[src/rtl/wave_capture.sv]
// Zero-crossing triggered capture of 2**DEPTH_LOG2 codec samples into the sample RAM
// half the display is not reading; the halves are swapped once the display goes idle.
module wave_capture #(
    parameter int SAMPLE_WIDTH = 16,
    parameter int DEPTH_LOG2   = 8,
    parameter int OUT_WIDTH    = 8
) (
    input  logic                    clk_i,
    input  logic                    rst_ni,
    input  logic                    new_sample_ready_i,
    input  logic [SAMPLE_WIDTH-1:0] new_sample_in_i,
    input  logic                    wave_display_idle_i,
    output logic [DEPTH_LOG2:0]     write_address_o,
    output logic                    write_enable_o,
    output logic [OUT_WIDTH-1:0]    write_sample_o,
    output logic                    read_index_o
);

    // state  | meaning
    // ARMED  | watching for a rising zero crossing
    // ACTIVE | writing one sample per strobe until the half is full
    // WAIT   | capture done, waiting for display idle to swap halves
    typedef enum logic [1:0] {
        ARMED  = 2'd0,
        ACTIVE = 2'd1,
        WAIT   = 2'd2
    } state_t;

    state_t                  state_q, state_d;
    logic [DEPTH_LOG2-1:0]   index_q, index_d;
    logic [SAMPLE_WIDTH-1:0] prev_sample_q;
    logic                    read_index_q, read_index_d;
    logic                    write_enable_q, write_enable_d;
    logic [DEPTH_LOG2:0]     write_address_q, write_address_d;
    logic [OUT_WIDTH-1:0]    write_sample_q, write_sample_d;

    logic                    crossing;
    logic                    last_index;
    logic                    write_go;
    logic [DEPTH_LOG2-1:0]   write_index;
    logic [OUT_WIDTH-1:0]    converted;

    assign crossing   = new_sample_ready_i
                        && prev_sample_q[SAMPLE_WIDTH-1]
                        && !new_sample_in_i[SAMPLE_WIDTH-1];
    assign last_index = (index_q == {DEPTH_LOG2{1'b1}});
    // Offset binary: invert the sign bit of the top OUT_WIDTH bits.
    assign converted  = {~new_sample_in_i[SAMPLE_WIDTH-1],
                         new_sample_in_i[SAMPLE_WIDTH-2 -: OUT_WIDTH-1]};

    always_ff @(posedge clk_i or negedge rst_ni) begin
        if (!rst_ni) begin
            state_q         <= ARMED;
            index_q         <= '0;
            prev_sample_q   <= '0;
            read_index_q    <= 1'b0;
            write_enable_q  <= 1'b0;
            write_address_q <= '0;
            write_sample_q  <= '0;
        end else begin
            state_q         <= state_d;
            index_q         <= index_d;
            read_index_q    <= read_index_d;
            write_enable_q  <= write_enable_d;
            write_address_q <= write_address_d;
            write_sample_q  <= write_sample_d;
            if (new_sample_ready_i) begin
                prev_sample_q <= new_sample_in_i;
            end
        end
    end

    always_comb begin
        state_d = state_q;
        unique case (state_q)
            ARMED: begin
                if (crossing) begin
                    state_d = ACTIVE;
                end
            end
            ACTIVE: begin
                if (new_sample_ready_i && last_index) begin
                    state_d = WAIT;
                end
            end
            WAIT: begin
                if (wave_display_idle_i) begin
                    state_d = ARMED;
                end
            end
            default: state_d = ARMED;
        endcase
    end

    always_comb begin
        write_go     = 1'b0;
        write_index  = index_q;
        index_d      = index_q;
        read_index_d = read_index_q;
        unique case (state_q)
            ARMED: begin
                if (crossing) begin
                    write_go    = 1'b1;
                    write_index = '0;
                    index_d     = {{(DEPTH_LOG2-1){1'b0}}, 1'b1};
                end
            end
            ACTIVE: begin
                if (new_sample_ready_i) begin
                    write_go = 1'b1;
                    index_d  = index_q + 1'b1;
                end
            end
            WAIT: begin
                if (wave_display_idle_i) begin
                    read_index_d = ~read_index_q;
                end
            end
            default: index_d = '0;
        endcase

        write_enable_d  = write_go;
        write_address_d = write_go ? {~read_index_q, write_index} : write_address_q;
        write_sample_d  = write_go ? converted : write_sample_q;
    end

    assign write_enable_o  = write_enable_q;
    assign write_address_o = write_address_q;
    assign write_sample_o  = write_sample_q;
    assign read_index_o    = read_index_q;

endmodule
[config.mk]
export PLATFORM = sky130hd
export DESIGN_NAME = wave_capture
export DESIGN_NICKNAME = d
export VERILOG_FILES = /design/src/rtl/wave_capture.sv
export SDC_FILE = /design/constraint.sdc
export NUM_CORES = 1
export LEC_CHECK = 0
export CAP_MARGIN = 25
export CORE_UTILIZATION = 50
export CTS_CLUSTER_DIAMETER = 80
export DETAILED_ROUTE_END_ITERATION = 16
export GPL_TIMING_DRIVEN = 0
export HOLD_SLACK_MARGIN = 0.02
export PLACE_DENSITY_LB_ADDON = 0.05
export REMOVE_ABC_BUFFERS = 1
export SYNTH_ARGS = -nofsm -noshare
export SYNTH_HDL_FRONTEND = slang
export SYNTH_SLANG_ARGS = --single-unit
[constraint.sdc]
create_clock -name clk_i -period 2.3 [get_ports clk_i]
set_clock_uncertainty 0.1 [all_clocks]
set_input_delay 0.46 -clock clk_i [delete_from_list [all_inputs] [get_ports clk_i]]
set_output_delay 0.46 -clock clk_i [all_outputs]
set_load 0.05 [all_outputs]
# Word-level counts from Yosys, hierarchy flattened
# Cells that the tools add are included.
[word_totals]
ram_bits = 0
mem_count = 0
mem_bits_ro = 0
register_bits = 45
output_inout_bits = 19
input_bits = 20
latchBits = 0
elab_cells = 38
[op_classes]
addsub = 1
muxes = 12
n_div = 0
n_bitwise = 3
n_eq_ne = 7
magnitude_cmp = 0
multipliers = 0
shift = 0
n_reduce_logical = 8
[ops]
columns = ["op", "n"]
rows = [
  ["$mux W8", 4],
  ["$pmux W8 S3", 1],
  ["$add A8 B1 Y8 const B", 1],
  ["$eq A8 B8 Y1 const B", 1],
  ["$ne A2 B2 Y1 const B", 4],
  ["$mux W2", 3],
  ["$pmux W2 S3", 1],
  ["$reduce_and A3 Y1", 2],
  ["$logic_and A1 B1 Y1", 3],
  ["$not A1 Y1", 3],
  ["$eq A2 B1 Y1 const B", 1],
  ["$eq A2 B2 Y1 const B", 1],
  ["$logic_not A2 Y1", 1],
  ["$mux W1", 2],
  ["$pmux W1 S2", 1],
  ["$reduce_and A2 Y1", 1],
  ["$logic_not A1 Y1", 1],
]

# Logic depth before layout (Yosys ltp)
# Gate-level depths: netlist of run 1.
[depth]
depth_word = 4
ltp_mapped = 6

# Least setup slack after synthesis of run 1
# Ideal clock, no wire load.
[synth_timing]
path_type = "input to register"
startpoint = "in new_sample_in_i[15]"
endpoint = "reg write_sample_q[2] (netlist: write_sample_o[2])"
arrival_time_ns = 1.255
setup_ns = 0.125
slack_ns = 0.820
n_path_buf = 1
cell_stages = 4
cell_sequence = "and2b_1 -> o21bai_4 -> buf_6 -> mux2_4"
[synth_between]
elab_chain_len = 4
[synth_lines]
columns = ["element", "line", "rtl"]
rows = [
  ["start, declared", "11", "input logic [SAMPLE_WIDTH-1:0] new_sample_in_i,"],
  ["$logic_not A1 Y1", "45", "&& !new_sample_in_i[SAMPLE_WIDTH-1];"],
  ["$logic_and A1 B1 Y1", "45", ""],
  ["$mux W1", "102", "if (crossing) begin"],
  ["$pmux W1 S2", "100", "unique case (state_q)"],
  ["end signal, assigned", "66", "write_sample_q <= write_sample_d;"],
  ["end, declared", "35", "logic [OUT_WIDTH-1:0] write_sample_q, write_sample_d;"],
]
# No other way between the ends.
# A chain may end at the register's enable or synchronous reset.

# Worst setup path after layout of run 1
[layout_timing]
startpoint = "reg read_index_q (netlist: read_index_o)"
endpoint = "out read_index_o"
[layout_lines]
columns = ["element", "line", "rtl"]
rows = [
  ["start, declared", "32", "logic read_index_q, read_index_d;"],
  ["start signal, assigned", "63", "read_index_q <= read_index_d;"],
  ["end, declared", "16", "output logic read_index_o"],
]
# No word-level cell between the ends.

==> flow_metrics.py, run 1 <==
metrics = {
    "status": {
        "status": "completed",
    },
    "cells_and_area": {
        "layout.filler_cells": 194,
        "mostFrequentLayoutCells": "dfrtp_1, clkdlybuf4s50_1, nand2_1",
        "net_count_reported_at_finish": 175,
        "area_delta_synth_final_pct": 29.2,
        "drive_gt1_share_pct": 14.8,
        "num_antenna_cells": 0,
    },
    "clock_tree": {
        "cts_made_buffers": 5,
        "cts_hold_buf": 0,
        "clkTransAtPathRegs_ns": 0.09,
        "htreeDepth": 2,
        "clk_path_buf_depth": 2,
        "clk_latency_ns": 0.32,
        "number_of_clock_sinks_seen_by_cts": 30,
        "cts_tree": "built",
        "cts_resized": 0,
        "post_cts_setup_inserts": 0,
        "clock_tree.root_cell": "clkbuf_4",
    },
    "detailed_routing": {
        "detail_route.vias_per_cell": 5.34,
        "number_of_detailed_routing_iterations_run_before_antenna_repair": 2,
        "post_drt_wl_per_cell_um": 13.8,
        "drcViolationCount": 0,
        "detail_route.iter0.violations": 16,
        "detail_route.wirelength_um": 2550,
        "antenna_left": 0,
        "detailroute.via_count": 988,
    },
    "logic_synthesis": {
        "synth_largest_area_cell": "dfrtp_1",
        "postSynthRegisterBits": 30,
        "netlist_top_cells_area": "dfrtp_1, nand2_1, mux2_4",
        "synth_largest_type_area_fraction_pct": 56.2,
        "synthesized_area_per_cell_um2": 11.1,
        "synth-seq-area-share_pct": 56.2,
        "ys_warn_count": 0,
        "post_synth_instance_area_mm2": 0.00134,
        "synthesis.instances": 120,
        "synthDistinctLibCells": 35,
    },
    "place": {
        "io_buffer_count": 30,
        "hpwlAfterDp_um": 1880,
        "routabilityCongestion": 0.760,
    },
    "power": {
        "power.density_cell_area_mw_per_mm2": 1150,
        "leakage_nw": 0.752,
        "ir_drop_v": 0.000855,
        "totalPowerFinal_mw": 1.99,
    },
    "floorplan": {
        "io_pins": 39,
        "dieArea_mm2": 0.00288,
        "die_w_um": 53.7,
        "placementRows": 18,
        "floorplan.initialDensity_pct": 53.4,
        "die-height_um": 53.7,
        "design.core.area_mm2": 0.00250,
    },
    "sta": {
        "post_route_setup_tns_ns": 0,
        "maxClockFrequency_ghz": 0.480,
        "finalWorstPathRequiredPeriod_ns": 2.08,
        "tightest_pin_transition_ns": 0.716,
        "slew_headroom_pct": 52.1,
        "number_of_setup_violations_in_the_final_report": 0,
        "setup_repair_after_global_routing_missed_its_margin": "false",
        "finalCritPeriodShare_pct": 90.6,
        "final-hold-violation-count": 0,
        "finalMaxSlewViolations": 0,
    },
    "setup_path": {
        "critical_path.top_delay_family": "buffers and inverters",
        "critPathBufInv": 1,
        "max_stage_delay_ns": 0.82,
        "cp_max_fo": 3,
        "worst_setup_path_start_kind": "register",
        "setup.worst_path.end_class": "output pin",
        "cp.required_ns": 1.74,
        "timing.critical_path.slowest_stage_cell": "clkdlybuf4s50_1",
        "timing_worst_setup_path_type": "reg -> out",
        "crit_path_cell_trace": "clkdlybuf4s50_1",
        "arrival_ns": 1.52,
    },
    "job": {
        "max-cap-violations": 0,
    },
    "global_routing": {
        "groute.layer.met3.usage_pct": 5.93,
        "grt_first_pass_wirelength_um": 4230,
        "grt.met2_usage_pct": 35.4,
        "first_global_vias": 958,
        "grt_start_max_net_pins": 19,
        "globalRouteTotalUtil_pct": 21.4,
        "antenna_found_initial": 0,
        "grt_busiest_layer": "met2",
        "met1_layer_usage_reported_by_global_route_pct": 25.2,
        "grt.overflow.total": 0,
    },
    "hold_path": {
        "hold_class": "reg -> reg",
    },
}
==> stage by stage <==
step	util [%]	setup WS, ns	hold WS (ns)	cell area, um2	instances
floorplan	-	0.763	0.0644	1300	116
global placement	65.5	0.150	0.364	1640	176
detailed placement	66.6	0.126	0.385	1670	177
CTS	69.0	0.196	0.409	1730	185
global route	69.0	0.163	0.431	1730	185
finish	69.0	0.217	0.405	1730	185
==> kinds of logic (layout without fill, tap and decap cells) <==
| logic type | after synthesis | in the layout | synth area share (%) |
|---|---|---|---|
| and+or+nand+nor | 44 | 44 | 16.5 |
| AOI/OAI and AO/OA | 31 | 31 | 14.6 |
| DFF | 30 | 30 | 56.2 |
| muxes | 8 | 8 | 8.15 |
| buffers and inverters | 5 | 40 | 2.90 |
| adders and majority gates | 1 | 1 | 0.937 |
| xor gates and xnor gates | 1 | 1 | 0.656 |
==> layout make-up <==
cell class / count / area (um2) / share of cell area (%)
sequential: 30 / 751 / 43.5
multi-input combinational: 85 / 546 / 31.6
timing repair buffer: 31 / 328 / 19.0
clock buffer: 7 / 55.1 / 3.19
tap: 30 / 37.5 / 2.18
clock inverter: 1 / 5.00 / 0.290
inverter: 1 / 3.75 / 0.218
==> worst reg2reg max path: cells and delay by family (launching register included) <==
kind | cells | cell delay (ns)
simple gates | 3 | 0.62
flops | 1 | 0.54
compound gates | 1 | 0.19
==> cells in the mapped netlist <==
library cell and count:
a21oi_1 10, nand2b_1 3, a21o_1 2, buf_4 1, a31oi_1 1, ha_1 1
and3_1 1, and2b_1 1, or2_2 1, o22ai_1 1, buf_6 2, o21ai_0 9
nand4_1 2, and2_2 1, o21ai_1 2, nor2_1 2, inv_1 1, o311ai_1 1
o211ai_2 1, nand3_1 2, mux2_2 3, nand2_2 1, and2b_2 1, and4_1 1
nor3b_2 1, dfrtp_1 30, and2_1 1, nand3b_1 1, nand2_1 25, o21bai_4 1
buf_2 1, mux2_4 5, a211oi_1 1, o31ai_1 2, xnor2_1 1
==> sequential cells by signal (all words and copies together), names as in the netlist <==
register and flops:
write_address_o 9, prev_sample_q 1, write_enable_o 1, state_q 2, read_index_o 1, write_sample_o 8, index_q 8
==> final timing paths <==
path	startpoint	to	slack, ns	depth (start not counted)
worst max-delay path	read_index_o	read_index_o	0.22	1
min in group asynchronous	rst_ni	write_sample_o[3]	0.45	1
worst min register to register	read_index_o	read_index_o	0.40	1
worst max register to register	state_q[0]	index_q[5]	0.76	4
max in group asynchronous	rst_ni	index_q[2]	1.12	2
worst min-delay path	read_index_o	read_index_o	0.40	1
==> power by group <==
group / switching (mW) / leakage, nW / internal [mW] / total, mW
registers: 0.123 / 0.377 / 0.670 / 0.793
clock network: 0.175 / 0.0353 / 0.148 / 0.323
logic: 0.546 / 0.340 / 0.325 / 0.871
==> per-layer routing <==
metal	routed length [um]	up-vias
li1	-	488
met1	1170	473
met2	1230	22
met3	108	5
met4	43	0
met5	0	-
No activity file was read; power rests on OpenSTA's default activity.
==> run 2, diff against run 1 <==
--- a/config.mk
+++ b/config.mk
@@ -6,6 +6,7 @@
 export NUM_CORES = 1
 export LEC_CHECK = 0
 export CAP_MARGIN = 25
+export CORE_MARGIN = 4
 export CORE_UTILIZATION = 50
 export CTS_CLUSTER_DIAMETER = 80
 export DETAILED_ROUTE_END_ITERATION = 16
==> run 2 against run 1 <==
Net effect:
- count of clock-buffer cells in the layout down 1
- largest cell class unchanged
- critical path type unchanged
- flip-flop and latch count unchanged
- first-iteration DRC count up 25%
==> flow_metrics.py, run 2 (synthesized netlist as in run 1, its figures left out) <==
metrics = {
    "status": {
        "status": "completed",
    },
    "place": {
        "hpwlAfterDp_um": 1980,
        "postPlaceCellArea_mm2": 0.00167,
        "dp_worst_setup_slack_ns": 0.167,
        "io_buffer_count": 30,
        "routabilityCongestion": 0.785,
    },
    "cells_and_area": {
        "area_delta_synth_final_pct": 30.8,
        "drive_gt1_share_pct": 14.9,
        "num_antenna_cells": 0,
        "net_count_reported_at_finish": 175,
        "postLayoutCellArea_mm2": 0.00175,
        "largest_register_ffs": 9,
        "mostFrequentLayoutCells": "dfrtp_1, clkdlybuf4s50_1, nand2_1",
    },
    "floorplan": {
        "die_w_um": 59.7,
        "dieArea_mm2": 0.00356,
        "io_pins": 39,
        "floorplan.initialDensity_pct": 52.9,
        "placementRows": 18,
        "die-height_um": 59.7,
        "design.core.area_mm2": 0.00252,
    },
    "clock_tree": {
        "number_of_clock_sinks_seen_by_cts": 30,
        "clk_latency_ns": 0.32,
        "cts_hold_buf": 0,
        "cts_tree": "built",
        "clkTransAtPathRegs_ns": 0.09,
        "cts_resized": 0,
        "post_cts_setup_inserts": 0,
        "clock_tree.root_cell": "clkbuf_4",
        "cts_made_buffers": 5,
        "clk_path_buf_depth": 2,
        "htreeDepth": 2,
    },
    "detailed_routing": {
        "detailroute.via_count": 988,
        "antenna_left": 0,
        "detail_route.wirelength_um": 2670,
        "number_of_detailed_routing_iterations_run_before_antenna_repair": 4,
        "drcViolationCount": 0,
        "detail_route.iter0.violations": 20,
        "post_drt_wl_per_cell_um": 14.5,
        "detail_route.vias_per_cell": 5.37,
    },
    "global_routing": {
        "antenna_found_initial": 0,
        "grt_busiest_layer": "met2",
        "met1_layer_usage_reported_by_global_route_pct": 23.1,
        "groute.layer.met3.usage_pct": 5.18,
        "globalRouteTotalUtil_pct": 16.8,
        "grt.overflow.total": 0,
        "grt.met2_usage_pct": 24.5,
        "grt_first_pass_wirelength_um": 4400,
        "first_global_vias": 935,
        "grt_start_max_net_pins": 17,
    },
    "setup_path": {
        "worst_setup_path_start_kind": "register",
        "ff2ff_setup_slack_ns": 0.75,
        "cp.required_ns": 1.74,
        "arrival_ns": 1.52,
        "timing.rr.end": "index_q[5]",
        "cp_max_fo": 3,
        "max_stage_delay_ns": 0.81,
        "setup.worst_path.end_class": "output pin",
        "critical_path.top_delay_family": "buffers and inverters",
        "timing.critical_path.slowest_stage_cell": "clkdlybuf4s50_1",
        "critPathBufInv": 1,
        "crit_path_cell_trace": "clkdlybuf4s50_1",
        "timing_worst_setup_path_type": "reg -> out",
        "r2r_depth": 4,
        "regToRegStartpoint": "state_q[0]",
    },
    "power": {
        "totalPowerFinal_mw": 2.09,
        "leakage_nw": 0.761,
        "power.density_cell_area_mw_per_mm2": 1200,
        "ir_drop_v": 0.000976,
    },
    "sta": {
        "finalMaxSlewViolations": 0,
        "maxClockFrequency_ghz": 0.481,
        "finalCritPeriodShare_pct": 90.4,
        "finalWorstPathRequiredPeriod_ns": 2.08,
        "tightest_pin_transition_ns": 0.764,
        "slew_headroom_pct": 48.9,
        "number_of_setup_violations_in_the_final_report": 0,
        "final-hold-violation-count": 0,
        "setup_repair_after_global_routing_missed_its_margin": "false",
        "setup_ws_ns": 0.222,
        "post_route_setup_tns_ns": 0,
    },
    "hold_path": {
        "hold_start": "write_address_o[8]",
        "sink_of_the_worst_hold_path": "write_address_o[8]",
        "min_delay_path_depth": 2,
        "hold_class": "reg -> reg",
    },
    "job": {
        "max-cap-violations": 0,
    },
}
==> run 2: cell count changes in the layout (fill, tap and decap cells not counted) <==
cell,delta
bufinv_16,+1
clkbuf_1,-1
clkinv_2,-1
==> run 2: final cells by class <==
cell class | count | area, um2
inverter | 1 | 3.75
clock buffer | 6 | 51.3
clock inverter | 1 | 30.0
fill | 203 | 776
sequential | 30 | 751
timing repair buffer | 31 | 328
multi-input combinational | 85 | 546
tap | 30 | 37.5
==> run 2: stage by stage <==
stage	util, %	hold slack [ns]	std cells
floorplan	-	0.0644	116
global placement	64.9	0.364	176
detailed placement	66.0	0.380	177
CTS	69.2	0.402	184
global route	69.2	0.432	184
finish	69.2	0.392	184
==> run 2: worst max path at each step <==
stage / startpoint / endpoint / slack (ns) / depth (start not counted)
after global routing: write_sample_o[4] / write_sample_o[4] / 0.17 / 1
final: read_index_o / read_index_o / 0.22 / 1
after CTS: read_index_o / read_index_o / 0.20 / 1
after detailed placement: new_sample_in_i[15] / write_sample_o[1] / 0.17 / 4
after global placement: new_sample_in_i[15] / write_sample_o[0] / 0.17 / 4
after floorplan: new_sample_in_i[15] / write_sample_o[0] / 0.76 / 3
==> run 2: report_power, final <==
group	switching, mW	total, mW	internal (mW)
clock	0.169	0.422	0.253
sequential	0.130	0.800	0.671
combinational	0.545	0.869	0.324
==> run 2: metal layers <==
metal / vias up / part of all wire (%) / wire length (um)
met4: 0 / 1.8 / 48
met3: 6 / 5.4 / 143
li1: 486 / - / -
met2: 26 / 45 / 1200
met1: 470 / 48 / 1270
met5: - / 0 / 0
